### src/rtl/div_job_feeder_if.sv
// Bundled stream, divider and result signals for div_job_feeder.
// slave = the feeder itself; master = the environment driving it.
interface div_job_feeder_if #(
  parameter int unsigned DATA_W = 8
);
  logic              in_valid;
  logic              in_ready;
  logic [DATA_W-1:0] in_dividend;
  logic [DATA_W-1:0] in_divisor;

  logic              div_start;
  logic [DATA_W-1:0] div_dividend;
  logic [DATA_W-1:0] div_divisor;
  logic              div_idle;
  logic              div_finish;
  logic [DATA_W-1:0] div_quotient;
  logic [DATA_W-1:0] div_remainder;

  logic              res_valid;
  logic              res_ready;
  logic [DATA_W-1:0] res_quotient;
  logic [DATA_W-1:0] res_remainder;
  logic              res_dbz;
  logic              res_timeout;

  logic              busy;

  modport master (
    output in_valid, in_dividend, in_divisor,
    output div_idle, div_finish, div_quotient, div_remainder,
    output res_ready,
    input  in_ready, div_start, div_dividend, div_divisor,
    input  res_valid, res_quotient, res_remainder, res_dbz, res_timeout, busy
  );

  modport slave (
    input  in_valid, in_dividend, in_divisor,
    input  div_idle, div_finish, div_quotient, div_remainder,
    input  res_ready,
    output in_ready, div_start, div_dividend, div_divisor,
    output res_valid, res_quotient, res_remainder, res_dbz, res_timeout, busy
  );
endinterface

### src/rtl/div_job_feeder.sv
// Queues dividend/divisor pairs, issues them one at a time to the divider and
// returns quotient/remainder with divide-by-zero and timeout flags.
module div_job_feeder #(
  parameter int unsigned DATA_W  = 8,
  parameter int unsigned DEPTH   = 4,
  parameter int unsigned TIMEOUT = 127
) (
  input logic             i_clk,
  input logic             i_rst_n,
  div_job_feeder_if.slave bus
);
  localparam int unsigned PtrW = (DEPTH > 1) ? $clog2(DEPTH) : 1;
  localparam int unsigned CntW = $clog2(DEPTH + 1);
  localparam int unsigned TmoW = $clog2(TIMEOUT + 1);

  typedef enum logic [1:0] {StIdle, StIssue, StWait, StHold} state_e;

  logic [DATA_W-1:0] r_mem_dd [DEPTH];
  logic [DATA_W-1:0] r_mem_dv [DEPTH];
  logic [PtrW-1:0]   r_wr_ptr, r_rd_ptr;
  logic [CntW-1:0]   r_count, w_count_d;
  logic              r_full;
  state_e            r_state, w_state_d;
  logic [TmoW-1:0]   r_tmo_cnt;
  logic [DATA_W-1:0] r_op_dd, r_op_dv;
  logic [DATA_W-1:0] r_res_q, r_res_r;
  logic              r_res_dbz, r_res_tmo;
  logic              w_push, w_pop, w_load, w_capture, w_timeout;

  assign w_push = bus.in_valid & bus.in_ready;
  assign w_pop  = (r_state == StIssue);

  always_comb begin
    w_count_d = r_count;
    if (w_push && !w_pop) begin
      w_count_d = r_count + CntW'(1);
    end else if (w_pop && !w_push) begin
      w_count_d = r_count - CntW'(1);
    end
  end

  // FIFO storage, pointers, occupancy and registered full flag.
  always_ff @(posedge i_clk or negedge i_rst_n) begin
    if (!i_rst_n) begin
      for (int i = 0; i < int'(DEPTH); i++) begin
        r_mem_dd[i] <= '0;
        r_mem_dv[i] <= '0;
      end
      r_wr_ptr <= '0;
      r_rd_ptr <= '0;
      r_count  <= '0;
      r_full   <= 1'b0;
    end else begin
      if (w_push) begin
        r_mem_dd[r_wr_ptr] <= bus.in_dividend;
        r_mem_dv[r_wr_ptr] <= bus.in_divisor;
        r_wr_ptr           <= r_wr_ptr + PtrW'(1);
      end
      if (w_pop) begin
        r_rd_ptr <= r_rd_ptr + PtrW'(1);
      end
      r_count <= w_count_d;
      r_full  <= (w_count_d == CntW'(DEPTH));
    end
  end

  always_comb begin
    w_state_d = r_state;
    w_load    = 1'b0;
    w_capture = 1'b0;
    w_timeout = 1'b0;
    unique case (r_state)
      StIdle: begin
        if ((r_count != '0) && bus.div_idle) begin
          w_state_d = StIssue;
          w_load    = 1'b1;
        end
      end
      StIssue: w_state_d = StWait;
      StWait: begin
        // A finish on the last allowed cycle still counts as a finish.
        if (bus.div_finish) begin
          w_state_d = StHold;
          w_capture = 1'b1;
        end else if (r_tmo_cnt == TmoW'(TIMEOUT)) begin
          w_state_d = StHold;
          w_timeout = 1'b1;
        end
      end
      StHold: begin
        if (bus.res_ready) begin
          w_state_d = StIdle;
        end
      end
      default: w_state_d = StIdle;
    endcase
  end

  // Operands are latched as ISSUE is entered so they are valid with div_start.
  always_ff @(posedge i_clk or negedge i_rst_n) begin
    if (!i_rst_n) begin
      r_state   <= StIdle;
      r_tmo_cnt <= '0;
      r_op_dd   <= '0;
      r_op_dv   <= '0;
    end else begin
      r_state <= w_state_d;
      if (w_load) begin
        r_tmo_cnt <= '0;
        r_op_dd   <= r_mem_dd[r_rd_ptr];
        r_op_dv   <= r_mem_dv[r_rd_ptr];
      end else if ((r_state == StIssue) || ((r_state == StWait) && (w_state_d == StWait))) begin
        r_tmo_cnt <= r_tmo_cnt + TmoW'(1);
      end
    end
  end

  always_ff @(posedge i_clk or negedge i_rst_n) begin
    if (!i_rst_n) begin
      r_res_q   <= '0;
      r_res_r   <= '0;
      r_res_dbz <= 1'b0;
      r_res_tmo <= 1'b0;
    end else if (w_capture) begin
      r_res_tmo <= 1'b0;
      if (r_op_dv == '0) begin
        r_res_dbz <= 1'b1;
        r_res_q   <= '1;
        r_res_r   <= r_op_dd;
      end else begin
        r_res_dbz <= 1'b0;
        r_res_q   <= bus.div_quotient;
        r_res_r   <= bus.div_remainder;
      end
    end else if (w_timeout) begin
      r_res_tmo <= 1'b1;
      r_res_dbz <= (r_op_dv == '0);
      r_res_q   <= '0;
      r_res_r   <= '0;
    end
  end

  assign bus.in_ready      = ~r_full & i_rst_n;
  assign bus.div_start     = (r_state == StIssue);
  assign bus.div_dividend  = r_op_dd;
  assign bus.div_divisor   = r_op_dv;
  assign bus.res_valid     = (r_state == StHold);
  assign bus.res_quotient  = r_res_q;
  assign bus.res_remainder = r_res_r;
  assign bus.res_dbz       = r_res_dbz;
  assign bus.res_timeout   = r_res_tmo;
  assign bus.busy          = (r_state != StIdle) || (r_count != '0);
endmodule
### src/flat_wrapper.sv
// flat-port wrapper written by rule: the top's interface ports become plain ports
module div_job_feeder_flat 
#(
  parameter int unsigned DATA_W  = 8,
  parameter int unsigned DEPTH   = 4,
  parameter int unsigned TIMEOUT = 127
)
  (i_clk, i_rst_n, bus_in_valid, bus_in_dividend, bus_in_divisor, bus_div_idle, bus_div_finish, bus_div_quotient, bus_div_remainder, bus_res_ready, bus_in_ready, bus_div_start, bus_div_dividend, bus_div_divisor, bus_res_valid, bus_res_quotient, bus_res_remainder, bus_res_dbz, bus_res_timeout, bus_busy);
  div_job_feeder_if #(.DATA_W(DATA_W)) bus_i ();
  input logic i_clk;
  input logic i_rst_n;
  input wire logic [$bits(bus_i.in_valid)-1:0] bus_in_valid;
  input wire logic [$bits(bus_i.in_dividend)-1:0] bus_in_dividend;
  input wire logic [$bits(bus_i.in_divisor)-1:0] bus_in_divisor;
  input wire logic [$bits(bus_i.div_idle)-1:0] bus_div_idle;
  input wire logic [$bits(bus_i.div_finish)-1:0] bus_div_finish;
  input wire logic [$bits(bus_i.div_quotient)-1:0] bus_div_quotient;
  input wire logic [$bits(bus_i.div_remainder)-1:0] bus_div_remainder;
  input wire logic [$bits(bus_i.res_ready)-1:0] bus_res_ready;
  output wire logic [$bits(bus_i.in_ready)-1:0] bus_in_ready;
  output wire logic [$bits(bus_i.div_start)-1:0] bus_div_start;
  output wire logic [$bits(bus_i.div_dividend)-1:0] bus_div_dividend;
  output wire logic [$bits(bus_i.div_divisor)-1:0] bus_div_divisor;
  output wire logic [$bits(bus_i.res_valid)-1:0] bus_res_valid;
  output wire logic [$bits(bus_i.res_quotient)-1:0] bus_res_quotient;
  output wire logic [$bits(bus_i.res_remainder)-1:0] bus_res_remainder;
  output wire logic [$bits(bus_i.res_dbz)-1:0] bus_res_dbz;
  output wire logic [$bits(bus_i.res_timeout)-1:0] bus_res_timeout;
  output wire logic [$bits(bus_i.busy)-1:0] bus_busy;
  assign bus_i.in_valid = bus_in_valid;
  assign bus_i.in_dividend = bus_in_dividend;
  assign bus_i.in_divisor = bus_in_divisor;
  assign bus_i.div_idle = bus_div_idle;
  assign bus_i.div_finish = bus_div_finish;
  assign bus_i.div_quotient = bus_div_quotient;
  assign bus_i.div_remainder = bus_div_remainder;
  assign bus_i.res_ready = bus_res_ready;
  assign bus_in_ready = bus_i.in_ready;
  assign bus_div_start = bus_i.div_start;
  assign bus_div_dividend = bus_i.div_dividend;
  assign bus_div_divisor = bus_i.div_divisor;
  assign bus_res_valid = bus_i.res_valid;
  assign bus_res_quotient = bus_i.res_quotient;
  assign bus_res_remainder = bus_i.res_remainder;
  assign bus_res_dbz = bus_i.res_dbz;
  assign bus_res_timeout = bus_i.res_timeout;
  assign bus_busy = bus_i.busy;
  div_job_feeder #(.DATA_W(DATA_W), .DEPTH(DEPTH), .TIMEOUT(TIMEOUT)) u_core (.i_clk(i_clk), .i_rst_n(i_rst_n), .bus(bus_i));
endmodule
### config.mk
export PLATFORM = sky130hd
export DESIGN_NAME = div_job_feeder_flat
export DESIGN_NICKNAME = d
export VERILOG_FILES = /design/src/rtl/div_job_feeder_if.sv /design/src/rtl/div_job_feeder.sv /design/src/flat_wrapper.sv
export SDC_FILE = /design/constraint.sdc
export NUM_CORES = 1
export LEC_CHECK = 0
export ABC_AREA = 1
export BUFFER_PORTS_ARGS = -buffer_cell sky130_fd_sc_hd__clkbuf_2
export CAP_MARGIN = 25
export CORE_MARGIN = 5
export CORE_UTILIZATION = 50
export CTS_CLUSTER_DIAMETER = 150
export DETAILED_ROUTE_END_ITERATION = 8
export PLACE_DENSITY = 0.83
export SYNTH_ARGS = -nofsm -noshare
export SYNTH_HDL_FRONTEND = slang
export SYNTH_SLANG_ARGS = --single-unit
### constraint.sdc
create_clock -name i_clk -period 3.68 [get_ports i_clk]
set_clock_uncertainty 0.05 [all_clocks]
set_input_delay 0.552 -clock i_clk [delete_from_list [all_inputs] [get_ports i_clk]]
set_output_delay 0.552 -clock i_clk [all_outputs]
set_load 0.005 [all_outputs]
==> flow_summary.json, run 1 <==
{
  "status": "finished, final reports clean",
  "r2r_end": "u_core.bus.div_dividend[4]",
  "placed_area_um2": 5670,
  "synth_edf_count": 0,
  "overflow": 0,
  "ys_ff_latch": 115,
  "synthesis.nets": 651,
  "clkTransAtPathRegs_ps": 60,
  "dp_hpwl_um": 8310,
  "fillers": 799,
  "layout.nets": 723,
  "clockBufferDepth": 2,
  "cts_hold_buffers": 0,
  "grt_pass1_vias": 4371,
  "antenna_cells": 0,
  "port_buffers": 75,
  "critical_path_class": "reg -> out",
  "yosysTopAreaCell": "dfrtp_1",
  "track_usage_pct": 21.5,
  "core_area_um2": 10200,
  "grt_pass1_wl_um": 21900,
  "pre_cts_ws_ps": 1520,
  "cts_max_level": 4,
  "ant_nets": 0,
  "clock_sinks": 115,
  "slew_headroom_pct": 32.5,
  "synth.area.top_cells": "dfrtp_1 (55%), o21ai_0 (11%), nand2_1 (11%)",
  "routedWlPerCell_um": 15.7,
  "wirelength_um": 12900,
  "worst-slew-pin-transition_ps": 1010,
  "async_flop_share_pct": 100,
  "slew_violations": 0,
  "placed_cells": 794,
  "cts_resized": 0,
  "instances_no_fill": 826,
  "finalCritPeriodShare_pct": 61.3,
  "die_y_um": 112,
  "first_pass_iters": 6,
  "yosysTopAreaCellShare_pct": 55.2,
  "vias": 4477,
  "crit_required_ps": 3080,
  "grt_antenna_before_repair": 0,
  "peakVddDrop_v": 0.000398,
  "initial_core_util_pct": 51.0,
  "cts_root_buf": "clkbuf_8",
  "cp-start-kind": "flip-flop",
  "yosysWarnings": 0,
  "clkLatencyLatePin_ps": 530,
  "cp-end-kind": "output pin",
  "reg2reg_depth": 6,
  "multi_input_area_um2": 1980,
  "synthesis.area_um2": 5220,
  "path_max_fanout": 3,
  "drv_cap": 0,
  "syn_area_per_cell_um2": 8.62,
  "grt_max_degree": 70,
  "layout-drive-gt1-share_pct": 18.7,
  "rrSetupSlack_ps": 1550,
  "cts_setup_buffers": 0,
  "ios": 76,
  "hold_class": "in -> async",
  "drc": 0,
  "power-per-cell-area_nw_per_um2": 925,
  "tritoncts": "yes",
  "globalplace.congestion": 0.844,
  "rsz0062_at_grt": "false",
  "die-area_um2": 12600,
  "cp-startpoint": "u_core.r_count[0]",
  "yosys_most_used_dff": "dfrtp_1",
  "netlist_instances": 605,
  "tns_ps": 0,
  "power_leakage_nw": 3.20,
  "setup_violations": 0,
  "final_hold_viol_count": 0,
  "die_x_um": 112,
  "rows": 37,
  "seqCellArea_um2": 2880,
  "min_period_ps": 2260,
  "fin_area_um2": 6270,
  "worst_slack_ps": 1420,
  "synth-seq-area-share_pct": 55.2,
  "fmax_ghz": 0.443,
  "reg2reg_from": "u_core.r_rd_ptr[0]",
  "cts_buffers": 17,
  "area_delta_synth_final_pct": 20.2,
  "synth_cell_types": 29,
  "vias_per_cell": 5.42,
  "drtIter0Drc": 502,
  "arrival_ps": 1650
}
-- synth_stat cells, drive strengths merged, types with 8 or more instances --
cell type  number
nand2         163
o21ai         121
dfrtp         115
inv            61
nor2           44
nand3          25
o22ai          16
buf            15
clkbuf         11
ha              8
o21bai          8
xor2            8
-- cell type report --
class,count,area share (%)
Sequential cell,115,45.9
Multi-Input combinational cell,403,31.6
Clock buffer,21,7.17
Timing Repair Buffer,79,6.51
Inverter,61,3.65
Tap cell,136,2.71
Clock inverter,11,2.46
-- through the flow --
stage               total power [mW]  utilization (%)  hold slack (ps)
detailed placement              4.10             55.4              416
floorplan                       3.45                -              206
global placement                3.98             55.4              410
global route                    6.20             61.3              136
CTS                             5.79             61.3             88.9
finish                          5.80             61.3             79.3
-- logic make-up after synthesis --
| kind of cell | after synthesis | share of synthesized area, % |
|---|---|---|
| and+or+nand+nor | 237 | 19.2 |
| AOI/OAI and AO/OA | 149 | 15.3 |
| DFF | 115 | 55.2 |
| buffers and inverters | 87 | 6.86 |
| xor gates and xnor gates | 9 | 1.51 |
| adders and majority gates | 8 | 1.92 |
-- worst max-delay path by stage --
stage / to / slack [ps] / cells past startpoint
2_1_floorplan: u_core.r_tmo_cnt[4] / 2080 / 9
3_3_place_gp: bus_in_ready / 1530 / 5
3_5_place_dp: bus_in_ready / 1520 / 5
4_1_cts: bus_busy / 1400 / 5
5_1_grt: bus_busy / 1350 / 5
6_report: bus_busy / 1420 / 5
-- state kept, by name, indices dropped and copies added (netlist names), 2 cells and up --
signal and count:
u_core.bus.div_dividend 8, u_core.bus.div_divisor 8, u_core.bus.res_quotient 8, u_core.bus.res_remainder 8
u_core.r_count 3, u_core.r_mem_dd 32, u_core.r_mem_dv 32, u_core.r_rd_ptr 2
u_core.r_state 2, u_core.r_tmo_cnt 7, u_core.r_wr_ptr 2
-- routing by layer --
metal | vias up | part of all wire [%] | global-route usage (%)
met2 | 236 | 47 | 34.0
met4 | 0 | 2.0 | 7.13
met1 | 2111 | 42 | 28.7
met5 | - | 0 | 0
li1 | 2104 | - | -
met3 | 26 | 8.8 | 6.25
-- cell usage in the layout, fill, tap and decap left out, types with 2 or more instances in the layout --
master / synthesis / layout
o21ai_0: 118 / 118
o22ai_1: 16 / 16
nand2_2: 6 / 6
a21oi_1: 2 / 2
o21bai_1: 8 / 8
nor2_2: 4 / 4
o21ai_1: 3 / 3
nor2_4: 2 / 2
nand3_1: 24 / 24
clkbuf_1: 10 / 2
ha_1: 8 / 8
nand4_2: 2 / 2
inv_2: 3 / 3
clkinv_4: 0 / 3
clkbuf_16: 0 / 16
inv_1: 58 / 58
buf_4: 2 / 5
nor2_1: 38 / 38
nand2_1: 157 / 157
xor2_1: 8 / 8
bufinv_16: 0 / 3
dfrtp_1: 115 / 115
clkinvlp_4: 0 / 5
clkbuf_8: 0 / 3
clkbuf_2: 1 / 74
-- worst max-delay path: stages, from the launching register on --
cell and delay, ps:
dfrtp_1 400, inv_1 70, ha_1 190, ha_1 220, nand3_1 110, clkbuf_2 130
-- where the power goes --
group	total, mW	switching (mW)	internal [mW]
sequential	2.24	0.390	1.85
combinational	1.92	1.21	0.702
clock	1.65	0.578	1.07
total	5.80	2.18	3.62
Power figures use the tool's default switching activity.
==> run 2, diff against run 1 <==
- PLACE_DENSITY: 0.83 -> 0.86
- clock period: 3.68 -> 1.9 ns (I/O delays scaled with it)
==> run 2 against run 1 <==
Final cell count is 1.7% higher. Register-to-register slack worse by 1400 ps. Utilization is 1.3 points higher. Cell area is 2.2% higher. Global-route usage is 0.084 points higher. Die area stayed put. Flip-flop and latch count stayed put. Critical endpoint is now u_core.r_mem_dd[23]. Largest power group unchanged.
==> flow_summary.json, run 2 (synthesized netlist as in run 1, its figures left out) <==
{
  "worst_path_dominant_cell_family": "buffers and inverters",
  "slew_headroom_pct": 60.5,
  "drc": 0,
  "core_area_um2": 10200,
  "clkTransAtPathRegs_ps": 50,
  "rows": 37,
  "cp_slowest_cell": "dlygate4sd3_1",
  "power-per-cell-area_nw_per_um2": 1760,
  "hold_start": "bus_div_quotient[2]",
  "placed_area_um2": 5710,
  "instances_no_fill": 840,
  "cts_max_level": 4,
  "track_usage_pct": 21.6,
  "ant_nets": 0,
  "worst_slack_ps": 37.6,
  "final_common_cell": "nand2_1",
  "power_leakage_nw": 3.29,
  "path_cells": "dlygate4sd3_1 -> buf_4 -> nand3_2 -> inv_1 -> nand2_2 -> o21ai_0",
  "status": "finished, final reports clean",
  "grt_antenna_before_repair": 0,
  "overflow": 0,
  "slew_violations": 0,
  "tritoncts": "yes",
  "clockBufferDepth": 2,
  "path_max_fanout": 32,
  "final_cell_mix": "nand2_1 (157), o21ai_0 (118), dfrtp_1 (115)",
  "drv_cap": 0,
  "vias_per_cell": 5.45,
  "hold_class": "in -> reg",
  "utilization_pct": 62.6,
  "reg.largest.list": "u_core.r_mem_dd: 32 flops, u_core.r_mem_dv: 32 flops",
  "dp_hpwl_um": 8200,
  "reg2reg_from": "u_core.r_full",
  "pre_cts_ws_ps": 138,
  "clock_sinks": 115,
  "drtIter0Drc": 506,
  "area_delta_synth_final_pct": 22.8,
  "cp-start-kind": "input pin",
  "fmax_ghz": 0.537,
  "finalCritPeriodShare_pct": 98.0,
  "die_x_um": 112,
  "cp-startpoint": "i_rst_n",
  "grt_max_degree": 110,
  "rsz0062_at_grt": "true",
  "peakVddDrop_v": 0.000736,
  "path_depth": 6,
  "layout-drive-gt1-share_pct": 19.0,
  "arrival_ps": 2230,
  "globalplace.congestion": 0.844,
  "crit_buf_inv": 3,
  "die_y_um": 112,
  "crit_required_ps": 2270,
  "final_hold_viol_count": 0,
  "cts_root_buf": "clkbuf_8",
  "grt_pass1_wl_um": 22200,
  "crit_path_max_incr_delay_ps": 530,
  "setup_violations": 0,
  "layout.nets": 739,
  "critical_path_class": "in -> reg",
  "port_buffers": 75,
  "cp-end-kind": "flip-flop",
  "vias": 4574,
  "cts_buffers": 17,
  "wirelength_um": 13200,
  "reg2reg_depth": 5,
  "fin_area_um2": 6400,
  "power_mw": 11.3,
  "placed_cells": 798,
  "grt_pass1_vias": 4564,
  "ios": 76,
  "initial_core_util_pct": 51.0,
  "worst-slew-pin-transition_ps": 593,
  "routedWlPerCell_um": 15.7,
  "clkLatencyLatePin_ps": 520,
  "min_period_ps": 1860,
  "antenna_cells": 0,
  "first_pass_iters": 5,
  "die-area_um2": 12600,
  "whs_path_depth": 3
}
-- run 2: cell count changes in the layout (fill, tap and decap cells not counted), moves of 2 or more --
cell / previous run / this run
clkinvlp_4: 5 / 0
nand2_2: 6 / 4
clkbuf_1: 2 / 4
dlygate4sd3_1: 0 / 9
buf_4: 5 / 11
clkbuf_8: 3 / 5
clkinv_2: 0 / 3
nand2_4: 0 / 2
ha_1: 8 / 6
clkinv_4: 3 / 0
-- run 2: cell type report --
type	count	area, um2
flip-flops and latches	115	2880
fillers	790	3830
inverters	61	229
well taps	136	170
repair buffers	95	563
multi-input cells	403	2010
clock inverters	5	75.1
clock buffers	25	484
-- run 2: power by group --
part	leakage, nW	switching (mW)	internal (mW)
registers	1.44	0.717	3.58
logic	1.57	2.51	1.50
clock network	0.278	1.01	1.98
-- run 2: worst register-to-register path, stage by stage (launching register included) --
cell     delay, ps
dfrtp_1        380
inv_1           70
nand3_2        100
inv_1          290
nand2_2        420
o21ai_0        350
-- run 2: routing by layer --
| layer | track usage, % | part of all wire [%] | vias up |
|---|---|---|---|
| met1 | 27.6 | 42 | 2198 |
| met5 | 0 | 0 | - |
| met3 | 5.23 | 7.2 | 34 |
| met4 | 7.45 | 1.9 | 0 |
| met2 | 36.2 | 49 | 205 |
| li1 | - | - | 2137 |
-- run 2: timing repair --
action / CTS / global route
gates resized for setup: 0 / 5
endpoints found under the setup margin: 1 / 18
pin swaps: 0 / 0
hold buffers: 9 / 0
buffers inserted: 2 / 1
endpoints found under the hold margin: 124 / 0
-- run 2: worst paths after layout --
| kind | end | slack, ps |
|---|---|---|
| min reg2reg | u_core.bus.res_remainder[4] | 430 |
| min | u_core.bus.res_quotient[2] | 9 |
| max | u_core.r_mem_dd[23] | 40 |
| min in group asynchronous | u_core.r_count[2] | 100 |
| max reg2reg | u_core.r_mem_dd[23] | 150 |
| max in group asynchronous | u_core.r_mem_dv[0] | 890 |
-- run 2: metrics by stage --
| stage | hold slack (ps) | TNS, ps |
|---|---|---|
| floorplan | -60.6 | 0 |
| global placement | 81.8 | 0 |
| detailed placement | 85.9 | 0 |
| CTS | 0.979 | 0 |
| global route | 2.52 | -1390 |
| finish | 8.68 | 0 |
